<file path="src/rtl/approx_mult_ctrl.sv">
// ---------------------------------------------------------------------------
// approx_mult_ctrl
//
// Sequencing FSM for the approximate-multiplier datapath. One batch reads
// 8 operand pairs from the 16-entry input RAM. For each pair it:
//   - normalises both operands,
//   - multiplies their top bytes,
//   - right-shifts the product back by both shift counts,
//   - writes the result to the 8-entry output RAM.
//
// The controller issues the datapath strobes and reads back the datapath's
// MSB and carry status.
//
// Optional feature (macro APPROX_MULT_CTRL_PERF_EN):
//   Adds a saturating busy-cycle counter on output `cycles`.
//
// Parameters:
//   RD_WAIT  wait cycles after an input-RAM address change (legal 1..3)
//   PERF_W   width of the optional cycle counter
//
// Ports:
//   clk, rst                  clock, synchronous active-high reset
//   start                     begin a batch (sampled in IDLE only)
//   MSB_reg_out1/2            bit 15 of the operand-A / operand-B shift regs
//   carry2/carry3/carry4      counter 2 / 3 / 4 equal to 7
//   ld1, ld2                  load operand-A / operand-B shift register
//   ld3, ld5                  load counter 3 / counter 2 with 7 - count
//   ld4                       load product register
//   Inc1..Inc4                increment counters 1..4
//   Countrst1..Countrst4      synchronous clear of counters 1..4
//   Shle1, Shle2              left-shift operand A / B
//   Shre                      right-shift product
//   We                        output RAM write enable
//   busy                      high in every state but IDLE
//   done                      one-cycle pulse at batch end
//   cycles (optional)         busy-cycle counter
// ---------------------------------------------------------------------------
module approx_mult_ctrl #(
    parameter int RD_WAIT = 1,
    parameter int PERF_W  = 16
) (
    input  logic clk,
    input  logic rst,
    input  logic start,
    input  logic MSB_reg_out1,
    input  logic MSB_reg_out2,
    input  logic carry2,
    input  logic carry3,
    input  logic carry4,
    output logic ld1,
    output logic ld2,
    output logic ld3,
    output logic ld4,
    output logic ld5,
    output logic Inc1,
    output logic Inc2,
    output logic Inc3,
    output logic Inc4,
    output logic Countrst1,
    output logic Countrst2,
    output logic Countrst3,
    output logic Countrst4,
    output logic Shle1,
    output logic Shle2,
    output logic Shre,
    output logic We,
    output logic busy,
    output logic done
`ifdef APPROX_MULT_CTRL_PERF_EN
    ,
    output logic [PERF_W-1:0] cycles
`endif
);

    typedef enum logic [3:0] {
        IDLE    = 4'd0,
        INIT    = 4'd1,
        FETCH_A = 4'd2,
        LOAD_A  = 4'd3,
        FETCH_B = 4'd4,
        LOAD_B  = 4'd5,
        NORM    = 4'd6,
        MULT    = 4'd7,
        SHR_A   = 4'd8,
        SHR_B   = 4'd9,
        WRITE   = 4'd10,
        NEXT    = 4'd11,
        DONE    = 4'd12
    } state_t;

    state_t     state_r;
    state_t     state_nx_s;
    logic [1:0] wait_cnt_r;
    logic       wait_last_s;
    logic       fetching_s;
    logic       a_shift_s;
    logic       b_shift_s;

    // The last FETCH cycle is reached when RD_WAIT cycles have elapsed.
    assign wait_last_s = (wait_cnt_r == 2'(RD_WAIT - 1));
    assign fetching_s  = (state_r == FETCH_A) || (state_r == FETCH_B);

    // An operand still needs shifting while its MSB is clear and its
    // counter has not yet reached 7. A zero operand stops after 7 shifts.
    assign a_shift_s = !MSB_reg_out1 && !carry2;
    assign b_shift_s = !MSB_reg_out2 && !carry3;

    // State register; rst aborts any batch and leaves the datapath untouched.
    always_ff @(posedge clk) begin
        if (rst) begin
            state_r <= IDLE;
        end else begin
            state_r <= state_nx_s;
        end
    end

    // Counts cycles spent in a FETCH state, covering the registered RAM read.
    always_ff @(posedge clk) begin
        if (rst) begin
            wait_cnt_r <= 2'd0;
        end else if (fetching_s && !wait_last_s) begin
            wait_cnt_r <= wait_cnt_r + 2'd1;
        end else begin
            wait_cnt_r <= 2'd0;
        end
    end

    // Next-state and strobe decode (Moore state plus live datapath status).
    always_comb begin
        state_nx_s = state_r;
        ld1        = 1'b0;
        ld2        = 1'b0;
        ld3        = 1'b0;
        ld4        = 1'b0;
        ld5        = 1'b0;
        Inc1       = 1'b0;
        Inc2       = 1'b0;
        Inc3       = 1'b0;
        Inc4       = 1'b0;
        Countrst1  = 1'b0;
        Countrst2  = 1'b0;
        Countrst3  = 1'b0;
        Countrst4  = 1'b0;
        Shle1      = 1'b0;
        Shle2      = 1'b0;
        Shre       = 1'b0;
        We         = 1'b0;
        busy       = (state_r != IDLE);
        done       = 1'b0;

        case (state_r)
            IDLE: begin
                if (start) begin
                    state_nx_s = INIT;
                end else begin
                    state_nx_s = IDLE;
                end
            end
            INIT: begin
                Countrst1  = 1'b1;
                Countrst2  = 1'b1;
                Countrst3  = 1'b1;
                Countrst4  = 1'b1;
                state_nx_s = FETCH_A;
            end
            FETCH_A: begin
                if (wait_last_s) begin
                    state_nx_s = LOAD_A;
                end else begin
                    state_nx_s = FETCH_A;
                end
            end
            LOAD_A: begin
                ld1        = 1'b1;
                Inc1       = 1'b1;
                state_nx_s = FETCH_B;
            end
            FETCH_B: begin
                if (wait_last_s) begin
                    state_nx_s = LOAD_B;
                end else begin
                    state_nx_s = FETCH_B;
                end
            end
            LOAD_B: begin
                ld2        = 1'b1;
                Inc1       = 1'b1;
                state_nx_s = NORM;
            end
            NORM: begin
                // Both operands shift in parallel. The cycle where neither
                // shifts is strobe-free and hands over to MULT.
                Shle1 = a_shift_s;
                Inc2  = a_shift_s;
                Shle2 = b_shift_s;
                Inc3  = b_shift_s;
                if (!a_shift_s && !b_shift_s) begin
                    state_nx_s = MULT;
                end else begin
                    state_nx_s = NORM;
                end
            end
            MULT: begin
                // Counters 2/3 become 7 - count, so counting back up to 7
                // yields exactly the normalisation shift count.
                ld4        = 1'b1;
                ld5        = 1'b1;
                ld3        = 1'b1;
                state_nx_s = SHR_A;
            end
            SHR_A: begin
                if (!carry2) begin
                    Shre       = 1'b1;
                    Inc2       = 1'b1;
                    state_nx_s = SHR_A;
                end else begin
                    state_nx_s = SHR_B;
                end
            end
            SHR_B: begin
                if (!carry3) begin
                    Shre       = 1'b1;
                    Inc3       = 1'b1;
                    state_nx_s = SHR_B;
                end else begin
                    state_nx_s = WRITE;
                end
            end
            WRITE: begin
                We         = 1'b1;
                state_nx_s = NEXT;
            end
            NEXT: begin
                // carry4 reflects the address just written. Counter 4
                // wraps 7 -> 0 by itself.
                Inc4      = 1'b1;
                Countrst2 = 1'b1;
                Countrst3 = 1'b1;
                if (carry4) begin
                    state_nx_s = DONE;
                end else begin
                    state_nx_s = FETCH_A;
                end
            end
            DONE: begin
                done       = 1'b1;
                Countrst1  = 1'b1;
                Countrst4  = 1'b1;
                state_nx_s = IDLE;
            end
            default: begin
                busy       = 1'b0;
                state_nx_s = IDLE;
            end
        endcase
    end

`ifdef APPROX_MULT_CTRL_PERF_EN
    localparam logic [PERF_W-1:0] PERF_ONE = {{(PERF_W-1){1'b0}}, 1'b1};
    localparam logic [PERF_W-1:0] PERF_MAX = {PERF_W{1'b1}};

    logic [PERF_W-1:0] cycles_r;

    // Busy-cycle counter. The INIT cycle counts itself, so the counter
    // restarts at 1. It saturates at all-ones and holds while idle.
    always_ff @(posedge clk) begin
        if (rst) begin
            cycles_r <= {PERF_W{1'b0}};
        end else if (state_r == INIT) begin
            cycles_r <= PERF_ONE;
        end else if (busy && (cycles_r != PERF_MAX)) begin
            cycles_r <= cycles_r + PERF_ONE;
        end else begin
            cycles_r <= cycles_r;
        end
    end

    assign cycles = cycles_r;
`endif

endmodule

</file>
<file path="config.mk">
export PLATFORM = sky130hd
export DESIGN_NAME = approx_mult_ctrl
export DESIGN_NICKNAME = d
export VERILOG_FILES = /design/src/rtl/approx_mult_ctrl.sv
export SDC_FILE = /design/constraint.sdc
export NUM_CORES = 1
export LEC_CHECK = 0
export CORE_MARGIN = 1
export CORE_UTILIZATION = 38
export DETAILED_ROUTE_END_ITERATION = 8
export PLACE_DENSITY = 0.76
export SLEW_MARGIN = 20
export SYNTH_ARGS = -nofsm -noshare
export SYNTH_HDL_FRONTEND = slang
export SYNTH_SLANG_ARGS = --single-unit
</file>
<file path="constraint.sdc">
create_clock -name clk -period 1.6 [get_ports clk]
set_input_delay 0.4 -clock clk [delete_from_list [all_inputs] [get_ports clk]]
set_output_delay 0.4 -clock clk [all_outputs]
set_load 0.05 [all_outputs]
</file>
==> flow_summary.json, run 1 <==
{
  "yosysUniqueCellTypes": 32,
  "cts.sinks": 6,
  "synth_xor_area_share_pct": 3.241,
  "synthesis.nets": 84,
  "fp.dieH_um": 39.72,
  "synthTopCellsByCount": "nor2_1, nor3_1, dfxtp_1",
  "stop_error": "[ERROR DPL-0038] Utilization greater than 100%, impossible to legalize",
  "synthMuxAreaShare_pct": 0,
  "synth-compound-area-share_pct": 21.99,
  "status": "aborted with a tool error",
  "dp_hpwl_um": 1890,
  "gp_congestion": 0.8723,
  "synth_most_common_cell": "nor2_1",
  "failed_stage": "clock tree synthesis",
  "syn_inst": 75,
  "synth-seq-cells": 6,
  "placementRows": 13,
  "yosysWarnings": 0,
  "synth_top_family_by_area": "simple AND/OR/NAND/NOR gates",
  "cts_hold_buffers": 0,
  "ios": 27,
  "synthArstFlopShare_pct": 0,
  "cts_buffers": 3,
  "ctsRootBufferMaster": "clkbuf_4",
  "synthFlopType": "dfxtp_1",
  "synth_adder_area_share_pct": 2.315,
  "post_cts_buffers": 2,
  "avgSynthCellArea_um2": 7.207,
  "htree_levels": 1,
  "syn_area_um2": 540.5,
  "port_buffers": 26,
  "synth_edf_count": 0,
  "clk_path_buf_depth": 2,
  "ys_seq_area_share_pct": 22.22,
  "pre_cts_slack_ns": -0.3746,
  "dieWidth_um": 39.72,
  "start_util_pct": 41.03,
  "cts_resized": 32,
  "synth_top_cell_by_area": "dfxtp_1",
  "synth-simple-area-share_pct": 34.49,
  "yosysTopAreaCellShare_pct": 22.22,
  "yosys-top-cells-area": "dfxtp_1, nor3_1, nor2_1, buf_4, and2b_1"
}
## stage by stage
stage               instances  hold slack, ns  instance area, um^2
floorplan                  75          0.3974                695.7
global placement          130          0.4036                 1240
detailed placement        130          0.4280                 1240
## cell families after synthesis
| kind of cell | Yosys count |
|---|---|
| and+or+nand+nor | 36 |
| AOI/OAI and AO/OA | 16 |
| buffers and inverters | 14 |
| DFF | 6 |
| xor gates and xnor gates | 2 |
| adders and majority gates | 1 |
==> run 2: changes to the inputs <==
CORE_AREA = 2 2 63 65   (was default)
CORE_MARGIN = default   (was 1)
CORE_UTILIZATION = default   (was 38)
DIE_AREA = 0 0 65 67   (was default)
PLACE_DENSITY = default   (was 0.76)
PLACE_DENSITY_LB_ADDON = 0.15   (was default)
==> flow_summary.json, run 2 <==
{
  "drcViolationCount": 0,
  "synth_edf_count": 0,
  "ys_seq_area_share_pct": 22.22,
  "power_density_mw_per_mm2": 506.5,
  "synth-seq-cells": 6,
  "crit_arrival_ns": 1.40,
  "use_met1_pct": 12.78,
  "max_flop_register": "state_r",
  "required_ns": 1.20,
  "synthTopCellsByCount": "nor2_1, nor3_1, dfxtp_1",
  "drv_slew": 0,
  "pwr-share-clk_pct": 27.7,
  "max-vdd-ir-drop_mv": 0.3917,
  "ant_nets": 0,
  "grt_pass1_wl_um": 3422,
  "cpMaxStageDelayCell": "dfxtp_4",
  "cp_max_fo": 7,
  "startpoint_type": "flop",
  "cts.sinks": 6,
  "crit_chain": "and2b_2 > nand2_2 > o32a_1 > nor2_4 > buf_12",
  "synthFlopType": "dfxtp_1",
  "pwr-share-comb_pct": 51.2,
  "cts_hold_buffers": 0,
  "area_growth_pct": 200.5,
  "coreArea_mm2": 0.003606,
  "slowest_delay_ns": 0.36,
  "worstSetupEndpointType": "output pin",
  "drt_iter0_drc": 4,
  "use_met2_pct": 17.01,
  "finalNonFillerCells": 180,
  "globalRouteMet3Util_pct": 2.027,
  "syn_inst": 75,
  "largest_reg_flops": 4,
  "antenna_found_initial": 0,
  "fin_area_mm2": 0.001624,
  "p_total_uw": 822.6,
  "setup_viol": 19,
  "wl_per_cell_um": 11.71,
  "grt.total_usage_pct": 10.06,
  "synthesis.nets": 84,
  "leakagePower_uw": 0.0006143,
  "diodes": 0,
  "switching_power_uw": 293.7,
  "ctsRootBufferMaster": "clkbuf_8",
  "placementRows": 22,
  "grt_pass1_vias": 733,
  "busiest_layer": "met2",
  "violations": "setup timing",
  "final_nets": 143,
  "swShare_pct": 35.71,
  "yosys-top-cells-area": "dfxtp_1, nor3_1, nor2_1, buf_4, and2b_1",
  "yosysTopAreaCellShare_pct": 22.22,
  "fp.dieH_um": 67,
  "hold_viol_final": 0,
  "avgSynthCellArea_um2": 7.207,
  "fmax_mhz": 555.5,
  "num_vias": 743,
  "cts_tree": "done",
  "dr.pass1.iters": 3,
  "yosysUniqueCellTypes": 32,
  "grt_start_max_net_pins": 8,
  "start_util_pct": 14.99,
  "slew_headroom_pct": 79.13,
  "dieArea_mm2": 0.004355,
  "htree_levels": 1,
  "criticalPathCategory": "reg2out",
  "totalWireLength_um": 2108,
  "skew_ns": 0.001023,
  "p_int_uw": 528.9,
  "synth_most_common_cell": "nor2_1",
  "grt-ovfl-total": 0,
  "drive_gt1_share_pct": 72.73,
  "finalWorstSetupSlack_ns": -0.2001,
  "maxCapViolCount": 0,
  "fin_crit_ns": 1.800,
  "postPlaceCellArea_mm2": 0.001304,
  "clk_path_buf_depth": 2,
  "reg_top3": "state_r (4), wait_cnt_r (2)",
  "syn_area_um2": 540.5,
  "cts_buffers": 3,
  "ios": 27,
  "synthArstFlopShare_pct": 0,
  "viasPerCell": 4.128,
  "synth_top_cell_by_area": "dfxtp_1",
  "final_common_cell": "buf_4",
  "port_buffers": 26,
  "hold_class": "reg2reg",
  "clk_pin_slew_ns": 0.04,
  "dieWidth_um": 65,
  "clk_latency_ns": 0.22,
  "yosysWarnings": 0,
  "place_inst": 166,
  "rsz0062_at_grt": "yes",
  "gp_congestion": 0.7891,
  "finalCritPeriodShare_pct": 112.5,
  "worst_pin_slew_ns": 0.3130,
  "seqPwrFrac_pct": 21.1,
  "dp_hpwl_um": 1603,
  "final_cell_mix": "buf_4, buf_12, buf_6, nor3_4, nor2_4",
  "status": "finished, violations left"
}
run 2: layer usage:
metal | wire (um) | vias up
met1 | 896 | 346
met4 | 14 | 0
met2 | 1112 | 14
met3 | 85 | 3
met5 | 0 | -
li1 | - | 380
run 2: worst paths after layout:
check	slack (ns)	end	depth (start not counted)	from
min	0.42	wait_cnt_r[0]$_SDFF_PP0_	1	wait_cnt_r[0]$_SDFF_PP0_
max reg2reg	-0.01	wait_cnt_r[1]$_SDFF_PP0_	6	state_r[3]$_SDFF_PP0_
min reg2reg	0.42	wait_cnt_r[0]$_SDFF_PP0_	1	wait_cnt_r[0]$_SDFF_PP0_
max	-0.20	Inc3	5	state_r[3]$_SDFF_PP0_
run 2: logic make-up (layout without fill, tap and decap cells):
kind of cell             after synthesis  after routing  synth area share [%]
buffers and inverters                 14             71                 15.74
flip-flops                             6              6                 22.22
AO/OA/AOI/OAI                         16             16                 21.99
AND/OR/NAND/NOR                       36             36                 34.49
adder cells (fa/ha/maj)                1              1                 2.314
XOR/XNOR                               2              2                 3.241
run 2: power by group through the flow:
| stage | Sequential [uW] | Clock [uW] | Combinational, uW |
|---|---|---|---|
| after detailed placement | 174 | 0 | 347 |
| after global placement | 175 | 0 | 346 |
| final | 174 | 228 | 421 |
| after global routing | 176 | 240 | 443 |
| after CTS | 173 | 232 | 409 |
| after floorplan | 167 | 0 | 193 |
run 2: layout make-up:
cell class              instances  area [um^2]
fillers                       340         1982
repair buffers                 62        763.2
multi-input cells              55        594.3
flip-flops and latches          6        132.6
well taps                      48        60.06
clock buffers                   3        41.29
inverters                       6        32.53
run 2: worst max-delay path: cells and delay by family (launching register included):
family,cells,cell delay (ns)
and+or+nand+nor,3,0.46
buffers and inverters,1,0.14
DFF,1,0.36
AOI/OAI and AO/OA,1,0.21
run 2: what timing repair did:
| item | in CTS | in global routing |
|---|---|---|
| gates cloned | 0 | 0 |
| resized for setup | 38 | 13 |
| setup endpoints to repair | 19 | 19 |
| pin swaps | 9 | 9 |
| buffers inserted | 3 | 8 |
run 2: through the flow:
stage	setup slack [ns]	util [%]	setup TNS (ns)	hold slack (ns)
floorplan	-0.2686	-	-1.086	0.3974
global placement	-0.3349	36.16	-1.208	0.4046
detailed placement	-0.3545	36.16	-1.263	0.4193
CTS	-0.2036	41.98	-2.167	0.4243
global route	-0.2455	45.04	-3.207	0.4413
finish	-0.2001	45.04	-2.388	0.4192
Power figures use the tool's default switching activity.
==> run 3: changes to the inputs <==
CAP_MARGIN = 0   (was default)
==> results of run 3 <==
Same layout as run 2: the final DEF is identical, and so are final timing and power.
